==> config.mk <==
export PLATFORM = sky130hd
export DESIGN_NAME = prog_loader
export DESIGN_NICKNAME = d
export VERILOG_FILES = /design/src/rtl/prog_loader_pkg.sv /design/src/rtl/prog_loader_fifo_2deep.sv /design/src/rtl/prog_loader.sv
export SDC_FILE = /design/constraint.sdc
export NUM_CORES = 1
export LEC_CHECK = 0
export CORE_ASPECT_RATIO = 1.2
export CORE_MARGIN = 2
export CORE_UTILIZATION = 48
export CTS_BUF_LIST = sky130_fd_sc_hd__clkbuf_4
export DETAILED_ROUTE_END_ITERATION = 10
export MAX_ROUTING_LAYER = met4
export PLACE_DENSITY = 0.89
export SETUP_SLACK_MARGIN = 0.1
export SLEW_MARGIN = 20
export SYNTH_ARGS = -nofsm -noshare
export SYNTH_HDL_FRONTEND = slang
export SYNTH_SLANG_ARGS = --single-unit
==> constraint.sdc <==
create_clock -name clk -period 3.6 [get_ports clk]
set_clock_uncertainty 0.15 [all_clocks]
set_input_delay 0.36 -clock clk [delete_from_list [all_inputs] [get_ports clk]]
set_output_delay 0.36 -clock clk [all_outputs]
set_load 0.005 [all_outputs]
==> src/rtl/prog_loader_pkg.sv <==
// Shared definitions for the program loader: session states and the
// byte stride between consecutive 32-bit memory words.
package prog_loader_pkg;

  typedef enum logic [2:0] {
    IDLE = 3'd0,
    LOAD = 3'd1,
    RUN  = 3'd2,
    DUMP = 3'd3,
    DONE = 3'd4
  } state_t;

  localparam logic [31:0] ADDR_STRIDE = 32'd4;

endpackage

==> src/rtl/prog_loader_fifo_2deep.sv <==
// Two-entry FIFO buffering data-memory read results for the dump stream.
// Head is forced to zero while empty so the dump port idles at zero.
module fifo_2deep #(
  parameter int DATA_W = 32
) (
  input  logic              clk,
  input  logic              rst_n,
  input  logic              push,
  input  logic [DATA_W-1:0] push_data,
  input  logic              pop,
  output logic              valid,
  output logic [DATA_W-1:0] head,
  output logic [1:0]        count
);

  logic [DATA_W-1:0] mem [2];
  logic              wr_ptr;
  logic              rd_ptr;
  logic              do_pop;

  assign valid  = (count != 2'd0);
  assign head   = valid ? mem[rd_ptr] : '0;
  assign do_pop = pop && valid;

  always_ff @(posedge clk) begin
    if (!rst_n) begin
      mem[0] <= '0;
      mem[1] <= '0;
      wr_ptr <= 1'b0;
      rd_ptr <= 1'b0;
      count  <= 2'd0;
    end else begin
      if (push) begin
        mem[wr_ptr] <= push_data;
        wr_ptr      <= ~wr_ptr;
      end
      if (do_pop) begin
        rd_ptr <= ~rd_ptr;
      end
      count <= count + {1'b0, push} - {1'b0, do_pop};
    end
  end

endmodule

==> src/rtl/prog_loader.sv <==
// Program loader: streams a program into instruction memory, runs the cpu
// for a fixed cycle count, then streams a window of data memory back out.
module prog_loader
  import prog_loader_pkg::*;
#(
  parameter int IMEM_WORDS = 512,
  parameter int CNT_W      = 32
) (
  input  logic             clk,
  input  logic             arst_n,
  input  logic             start,
  input  logic [CNT_W-1:0] run_cycles,
  input  logic [CNT_W-1:0] dump_words,
  input  logic             s_valid,
  output logic             s_ready,
  input  logic [31:0]      s_data,
  input  logic             s_last,
  output logic [31:0]      addr_ext,
  output logic             wen_ext,
  output logic             ren_ext,
  output logic [31:0]      wdata_ext,
  output logic [31:0]      addr_ext_2,
  output logic             wen_ext_2,
  output logic             ren_ext_2,
  output logic [31:0]      wdata_ext_2,
  input  logic [31:0]      rdata_ext_2,
  output logic             cpu_enable,
  output logic             m_valid,
  input  logic             m_ready,
  output logic [31:0]      m_data,
  output logic             busy,
  output logic             done,
  output logic             overflow,
  output state_t           dbg_state
);

  // Both streams: a word moves on a rising edge where valid && ready are
  // both high; the source holds data stable while valid && !ready.

  localparam int K_W = $clog2(IMEM_WORDS + 1);

  state_t           state;
  logic [K_W-1:0]   load_k;
  logic             load_fin;
  logic [CNT_W-1:0] run_len;
  logic [CNT_W-1:0] dump_len;
  logic [CNT_W-1:0] run_cnt;
  logic [CNT_W-1:0] iss_cnt;
  logic [CNT_W-1:0] xfer_cnt;
  logic             rd_pend;
  logic [1:0]       fifo_count;
  logic             m_fire;
  logic             issue;

  assign ren_ext     = 1'b0;
  assign wen_ext_2   = 1'b0;
  assign wdata_ext_2 = '0;

  assign busy      = (state == LOAD) || (state == RUN) || (state == DUMP);
  assign done      = (state == DONE);
  assign dbg_state = state;

  assign m_fire = m_valid && m_ready;

  // Buffered words plus reads still in the sram pipeline never exceed two.
  assign issue = (state == DUMP) && (iss_cnt != dump_len) &&
                 ((3'(fifo_count) + 3'(rd_pend) + 3'(ren_ext_2)) < 3'd2);

  fifo_2deep #(.DATA_W(32)) u_fifo (
    .clk       (clk),
    .rst_n     (arst_n),
    .push      (rd_pend),
    .push_data (rdata_ext_2),
    .pop       (m_fire),
    .valid     (m_valid),
    .head      (m_data),
    .count     (fifo_count)
  );

  always_ff @(posedge clk) begin
    if (!arst_n) begin
      state      <= IDLE;
      s_ready    <= 1'b0;
      wen_ext    <= 1'b0;
      addr_ext   <= '0;
      wdata_ext  <= '0;
      ren_ext_2  <= 1'b0;
      addr_ext_2 <= '0;
      cpu_enable <= 1'b0;
      overflow   <= 1'b0;
      load_k     <= '0;
      load_fin   <= 1'b0;
      run_len    <= '0;
      dump_len   <= '0;
      run_cnt    <= '0;
      iss_cnt    <= '0;
      xfer_cnt   <= '0;
      rd_pend    <= 1'b0;
    end else begin
      wen_ext    <= 1'b0;
      addr_ext   <= '0;
      wdata_ext  <= '0;
      ren_ext_2  <= 1'b0;
      addr_ext_2 <= '0;
      rd_pend    <= ren_ext_2;

      case (state)
        IDLE, DONE: begin
          if (start) begin
            state    <= LOAD;
            s_ready  <= 1'b1;
            overflow <= 1'b0;
            load_k   <= '0;
            load_fin <= 1'b0;
            run_len  <= run_cycles;
            dump_len <= dump_words;
            run_cnt  <= '0;
            iss_cnt  <= '0;
            xfer_cnt <= '0;
          end
        end

        LOAD: begin
          // load_fin marks the cycle carrying the final write; leave after it.
          if (load_fin) begin
            if (run_len != '0) begin
              state      <= RUN;
              cpu_enable <= 1'b1;
              run_cnt    <= CNT_W'(1);
            end else if (dump_len != '0) begin
              state <= DUMP;
            end else begin
              state <= DONE;
            end
          end else if (s_valid && s_ready) begin
            if (load_k < K_W'(IMEM_WORDS)) begin
              wen_ext   <= 1'b1;
              addr_ext  <= 32'(load_k) * ADDR_STRIDE;
              wdata_ext <= s_data;
              load_k    <= load_k + 1'b1;
            end else begin
              overflow <= 1'b1;
            end
            if (s_last) begin
              load_fin <= 1'b1;
              s_ready  <= 1'b0;
            end
          end
        end

        RUN: begin
          if (run_cnt == run_len) begin
            cpu_enable <= 1'b0;
            state      <= (dump_len != '0) ? DUMP : DONE;
          end else begin
            run_cnt <= run_cnt + 1'b1;
          end
        end

        DUMP: begin
          if (issue) begin
            ren_ext_2  <= 1'b1;
            addr_ext_2 <= 32'(iss_cnt) * ADDR_STRIDE;
            iss_cnt    <= iss_cnt + 1'b1;
          end
          if (m_fire) begin
            xfer_cnt <= xfer_cnt + 1'b1;
            if (xfer_cnt == dump_len - 1'b1) begin
              state <= DONE;
            end
          end
        end

        default: state <= IDLE;
      endcase
    end
  end

endmodule

==> qor.yml, run 1 <==
cts_tree: "done"
setup_viol_count_final: 0
syn_to_final_growth_pct: 27.4
p_leak_nw: 7.03
clkPwrFrac_pct: 30.6
ys_seq_area_share_pct: 47.3
power_density_nw_per_um2: 528
seqCellArea_um2: 7070
pre_cts_slack_ns: 0.367
synth_compound_area_share_pct: 8.95
port_buffers: 248
wirelength_um: 40200
antenna_found_initial: 1
synthTopCellsByArea: "dfxtp_1, edfxtp_1, xnor2_1"
relSlewSlack_pct: 31.8
async_reset_ff_share_pct: 0
fmax_mhz: 314
hpwl_um: 28200
via_per_inst: 5.32
synthXorXnorAreaFrac_pct: 9.20
ys_seq_elements: 321
slowest_delay_ns: 0.41
p_comb_share_pct: 27.4
crit_family: "simple AND/OR/NAND/NOR gates"
synth_edf_count: 64
peakVddDrop_v: 0.000312
dieArea_um2: 32600
p_sw_share_pct: 33.3
fillers: 2455
cts_sinks: 321
grt_max_degree: 71
slowest_stage: "dfxtp_1"
start_kind: "register"
cts.clk_slew.worst_paths_ns: 0.07
dp.cells: 2235
synth_top_family_by_area: "simple AND/OR/NAND/NOR gates"
drc: 0
layout-drive-gt1-share_pct: 8.88
rsz0062_at_grt: "no"
whs_ns: 0.0633
syn_area_um2: 15000
yosysWarnings: 0
globalplace.congestion: 0.953
synth_top_area_cell: "dfxtp_1"
synth_most_common_cell: "dfxtp_1"
cts.path.max_buffers: 3
stdcell_count: 2423
worst-path-stages: 10
start_util_pct: 48.9
drtIter0Drc: 891
die_x_um: 165
fin_util_pct: 62.3
fin_crit_sh_pct: 88.4
intPower_mw: 6.71
hold_depth: 3
crit_buf_inv: 1
gr-total-overflow: 0
grt_pass1_wl_um: 62900
finalSetupTns_ns: 0
die_h_um: 197
cp_cell_sequence: "inv_1 -> ha_1 -> nor4b_4 -> nand3_1 -> nor3_2 -> mux2_2 -> a31oi_1 -> o2111ai_1 -> nor3_1 -> a211oi_1"
drtAntennaViolNets: 0
seq_power_share_pct: 42.0
cp_max_fo: 8
status: "completed"
clk_latency_ns: 0.74
hold_viol: 0
p_switching_mw: 3.35
critPathArrivalTime_ns: 3.62
syn_inst: 1660
worst_setup_path_end_kind: "register"
required_ns: 4.03
synth-simple-area-share_pct: 25.1
hp-class: "input port to register"
synth_common_cells: "dfxtp_1, nand2_1, nor2_1, a21oi_1, and2_1"
numCtsBuffers: 80
worstSetupPathType: "register to register"
grt.total_usage_pct: 25.0
core_um2: 30600
synth_mux_area_share_pct: 2.49
post-route-min-period_ns: 3.18
drv_slew: 0
yosysUniqueCellTypes: 72
drt_pre_antenna_iters: 5
cap_violations: 0
fin_ws_ns: 0.417
netlist.area_leader.share_pct: 34.4
nets: 2110
vias: 12900
r2r_cells: 10
grt_pass1_vias: 12500
cts-root-buf: "clkbuf_4"
tightest_slew_ns: 1.02
wl_per_cell_um: 16.6
num_rows: 70
io_pins: 307
synth_ff_type: "dfxtp_1"
multi_input_area_um2: 7190
synthAdderAreaFrac_pct: 0.753
syn_area_per_cell_um2: 9.01
htree_levels: 3
-- through the flow --
stage / instance area, um^2 / power [mW]
5_1_grt: 19000 / 10.6
2_1_floorplan: 15200 / 6.00
3_5_place_dp: 17500 / 6.96
4_1_cts: 19000 / 10.1
6_report: 19000 / 10.1
3_3_place_gp: 17500 / 6.91
-- cell usage in the layout, fill, tap and decap left out, types with 48 or more instances in the layout --
cell             count
xnor2_1            105
clkbuf_4           106
clkdlybuf4s50_1    248
conb_1              59
dfxtp_1            256
o21ai_0             50
a21oi_1            118
nor2_1             131
edfxtp_1            64
and3_1              48
xor2_1              52
and2_1             114
nand2_1            200
-- layer usage --
layer | track usage (%) | part of all wire, % | up-vias
li1 | - | - | 6242
met1 | 28.4 | 39 | 6009
met2 | 41.9 | 50 | 519
met3 | 5.44 | 7.5 | 111
met4 | 11.2 | 3.5 | 0
met5 | - | 0 | -
-- path summary, 6_finish.rpt --
path / from / to / slack (ns)
worst max-delay path: dump_len[0]$_SDFFE_PN0P_ / dbg_state[0]$_SDFFE_PN0P_ / 0.42
worst min-delay path: dump_words[25] / dump_len[25]$_SDFFE_PN0P_ / 0.06
worst min register to register: run_len[3]$_SDFFE_PN0P_ / run_len[3]$_SDFFE_PN0P_ / 0.34
worst max register to register: dump_len[0]$_SDFFE_PN0P_ / dbg_state[0]$_SDFFE_PN0P_ / 0.42
-- cells by family (layout without fill, tap and decap cells) --
logic type | count (synthesis) | after routing
AND/OR/NAND/NOR | 722 | 722
flip-flops | 321 | 321
AO/OA/AOI/OAI | 231 | 231
buffers and inverters | 182 | 490
XOR/XNOR | 157 | 157
multiplexers | 37 | 37
adder cells (fa/ha/maj) | 9 | 9
other | 1 | 60
-- power groups by stage --
stage	clock network (mW)	logic, mW	registers [mW]
after global placement	0	2.63	4.28
after detailed placement	0	2.66	4.30
after CTS	3.15	2.72	4.22
after global routing	3.34	3.01	4.26
after floorplan	0	1.90	4.10
final	3.07	2.76	4.23
-- flip-flops by register name (all words and copies together) (netlist names), 10 cells and up, named ones only --
signal and flops:
addr_ext_2 30, dump_len 32, run_cnt 32, run_len 32, wdata_ext 32, load_k 10, xfer_cnt 32, addr_ext 10
iss_cnt 32, u_fifo.mem 64
-- final cells by class --
type	count	area share, %
multi-input cells	1215	37.8
flip-flops and latches	321	37.1
repair buffers	320	16.5
clock buffers	106	4.18
well taps	396	2.60
clock inverters	35	1.23
inverters	29	0.572
diodes	1	0.0131
-- worst reg2reg max path, stage by stage (launching register included) --
cell	delay (ns)
dfxtp_1	0.41
inv_1	0.12
ha_1	0.29
nor4b_4	0.37
nand3_1	0.29
nor3_2	0.29
mux2_2	0.36
a31oi_1	0.17
o2111ai_1	0.19
nor3_1	0.29
a211oi_1	0.13
-- what timing repair did --
action | in CTS | in global routing
hold buffers | 45 | 0
buffers inserted | 0 | 1
hold endpoints to repair | 45 | 0
endpoints found under the setup margin | 0 | 3
resized for setup | 0 | 1
(Power assumes the default switching activity.)
==> run 2, diff against run 1 <==
Settings changed: ABC_AREA from default to 1, CELL_PAD_IN_SITES_DETAIL_PLACEMENT from default to 1, CELL_PAD_IN_SITES_GLOBAL_PLACEMENT from default to 1, CORE_UTILIZATION 48 to 35, PLACE_DENSITY 0.89 to 0.88, SLEW_MARGIN 20 to default.
==> qor.yml, run 2 <==
worstSetupPathType: "register to output pin"
post-route-min-period_ns: 3.29
largest_reg_flops: 64
gr-total-overflow: 0
ys_seq_area_share_pct: 43.4
holdCritStartpoint: "run_cycles[26]"
ys_seq_elements: 321
wl_per_cell_um: 18.1
power_mw: 11.5
die_x_um: 201
cp_max_fo: 18
fmax_mhz: 304
async_reset_ff_share_pct: 0
wirelength_um: 59700
r2r_start: "dbg_state[2]$_SDFFE_PN0P_"
fin_crit_sh_pct: 91.4
fillers: 5796
drc: 0
globalplace.congestion: 0.959
layout-drive-gt1-share_pct: 8.22
netlist.area_leader.share_pct: 31.6
numCtsBuffers: 86
vias: 16500
num_rows: 86
power_density_nw_per_um2: 545
hold_depth: 3
holdPathEnd: "run_len[26]$_SDFFE_PN0P_"
rsz0062_at_grt: "no"
postCtsSetupBuffers: 0
p_leak_nw: 8.20
critPathArrivalTime_ns: 2.78
stdcell_count: 3297
fin_util_pct: 46.0
hpwl_um: 42900
status: "completed"
max_flop_register: "u_fifo.mem"
finalSetupTns_ns: 0
grt_pass1_wl_um: 92900
dpl_cell_area_um2: 19200
peakVddDrop_v: 0.000288
cts.path.max_buffers: 3
setup_viol_count_final: 0
start_kind: "register"
grt_pass1_vias: 17400
relSlewSlack_pct: 41.9
start_util_pct: 35.4
yosysWarnings: 0
syn_inst: 2246
synth_common_cells: "nand2_1, nor2_1, dfxtp_1, inv_1, a21oi_1"
cts_tree: "done"
dieArea_um2: 48300
yosysUniqueCellTypes: 51
nets: 2755
drv_slew: 0
final_cell_mix: "nand2_1, nor2_1, dfxtp_1, clkdlybuf4s50_1, inv_1"
tightest_slew_ns: 0.870
die_h_um: 240
pre_cts_slack_ns: 0.803
r2r_cells: 11
antenna_found_initial: 3
cts-root-buf: "clkbuf_4"
htree_levels: 3
core_um2: 45900
synth_top_area_cell: "dfxtp_1"
synth_most_common_cell: "nand2_1"
grt_max_degree: 52
clk_latency_ns: 0.85
r2r_slack_ns: 0.76
drt_pre_antenna_iters: 5
whs_ns: 0.0537
r2r-end: "run_cnt[3]$_SDFFE_PN0P_"
fin_area_um2: 21100
syn_to_final_growth_pct: 29.7
port_buffers: 248
synthTopCellsByArea: "dfxtp_1, edfxtp_1, nand2_1"
synth_ff_type: "dfxtp_1"
cap_violations: 0
syn_area_per_cell_um2: 7.25
cts_sinks: 321
grt.total_usage_pct: 25.1
final_common_cell: "nand2_1"
drtIter0Drc: 920
worst_setup_path_end_kind: "output pin"
syn_area_um2: 16300
via_per_inst: 4.99
fin_ws_ns: 0.311
hold_viol: 0
hp-class: "input port to register"
required_ns: 3.09
io_pins: 307
cts.clk_slew.worst_paths_ns: 0.06
dp.cells: 3059
synth_edf_count: 64
drtAntennaViolNets: 0
[run 2: final cells by class]
type / instances / area (um^2) / share of cell area [%]
diodes: 3 / 7.51 / 0.0355
well taps: 616 / 771 / 3.65
multi-input cells: 1593 / 7700 / 36.5
clock buffers: 121 / 908 / 4.30
repair buffers: 352 / 3490 / 16.5
clock inverters: 33 / 211 / 1.00
flip-flops and latches: 321 / 7070 / 33.5
inverters: 258 / 971 / 4.60
[run 2: worst max-delay path, cell delays in order, from the launching register on]
cell             delay [ns]
dfxtp_1                0.31
inv_1                  0.49
buf_4                  0.34
nand2_1                0.09
a21oi_1                0.17
clkdlybuf4s50_1        0.54
[run 2: repair_timing]
action	in CTS	in global routing
endpoints found under the hold margin	114	0
endpoints found under the setup margin	0	0
hold buffers	81	0
gates resized for setup	0	0
[run 2: cell families (layout without fill, tap and decap cells)]
| kind of cell | Yosys count | in the layout | synth area share [%] |
|---|---|---|---|
| mux | 1 | 1 | 0.0615 |
| compound gates | 299 | 299 | 9.57 |
| buf+inv | 390 | 764 | 10.7 |
| xor+xnor | 94 | 94 | 5.14 |
| simple gates | 1131 | 1131 | 30.5 |
| other cells | 1 | 62 | 0.0230 |
| fa+ha+maj | 9 | 9 | 0.692 |
| flops | 321 | 321 | 43.4 |
[run 2: worst max-delay path by stage]
stage	from	to	depth (start not counted)
after floorplan	arst_n	u_fifo.mem[1][0]$_SDFFCE_PN0P_	4
after global placement	m_ready	xfer_cnt[26]$_SDFFE_PN0P_	14
after global routing	register	m_data[31]	5
after detailed placement	dbg_state[2]$_SDFFE_PN0P_	run_cnt[14]$_SDFFE_PN0P_	11
final	register	m_data[6]	5
after CTS	register	m_data[31]	5
[run 2: metal layers]
metal,GRT usage (%),part of all wire (%),vias to the layer above,wire length [um]
li1,-,-,7873,-
met5,-,0,-,0
met1,27.0,40,7915,23700
met3,3.75,4.7,158,2820
met4,12.7,3.9,0,2330
met2,45.0,52,507,30800
[run 2: power breakdown]
| part | leakage, nW | switching [mW] | total, mW | internal, mW |
|---|---|---|---|---|
| clock network | 0.661 | 1.64 | 3.41 | 1.77 |
| registers | 2.75 | 0.403 | 4.36 | 3.96 |
| logic | 4.79 | 2.38 | 3.74 | 1.35 |
| total | 8.20 | 4.43 | 11.5 | 7.08 |
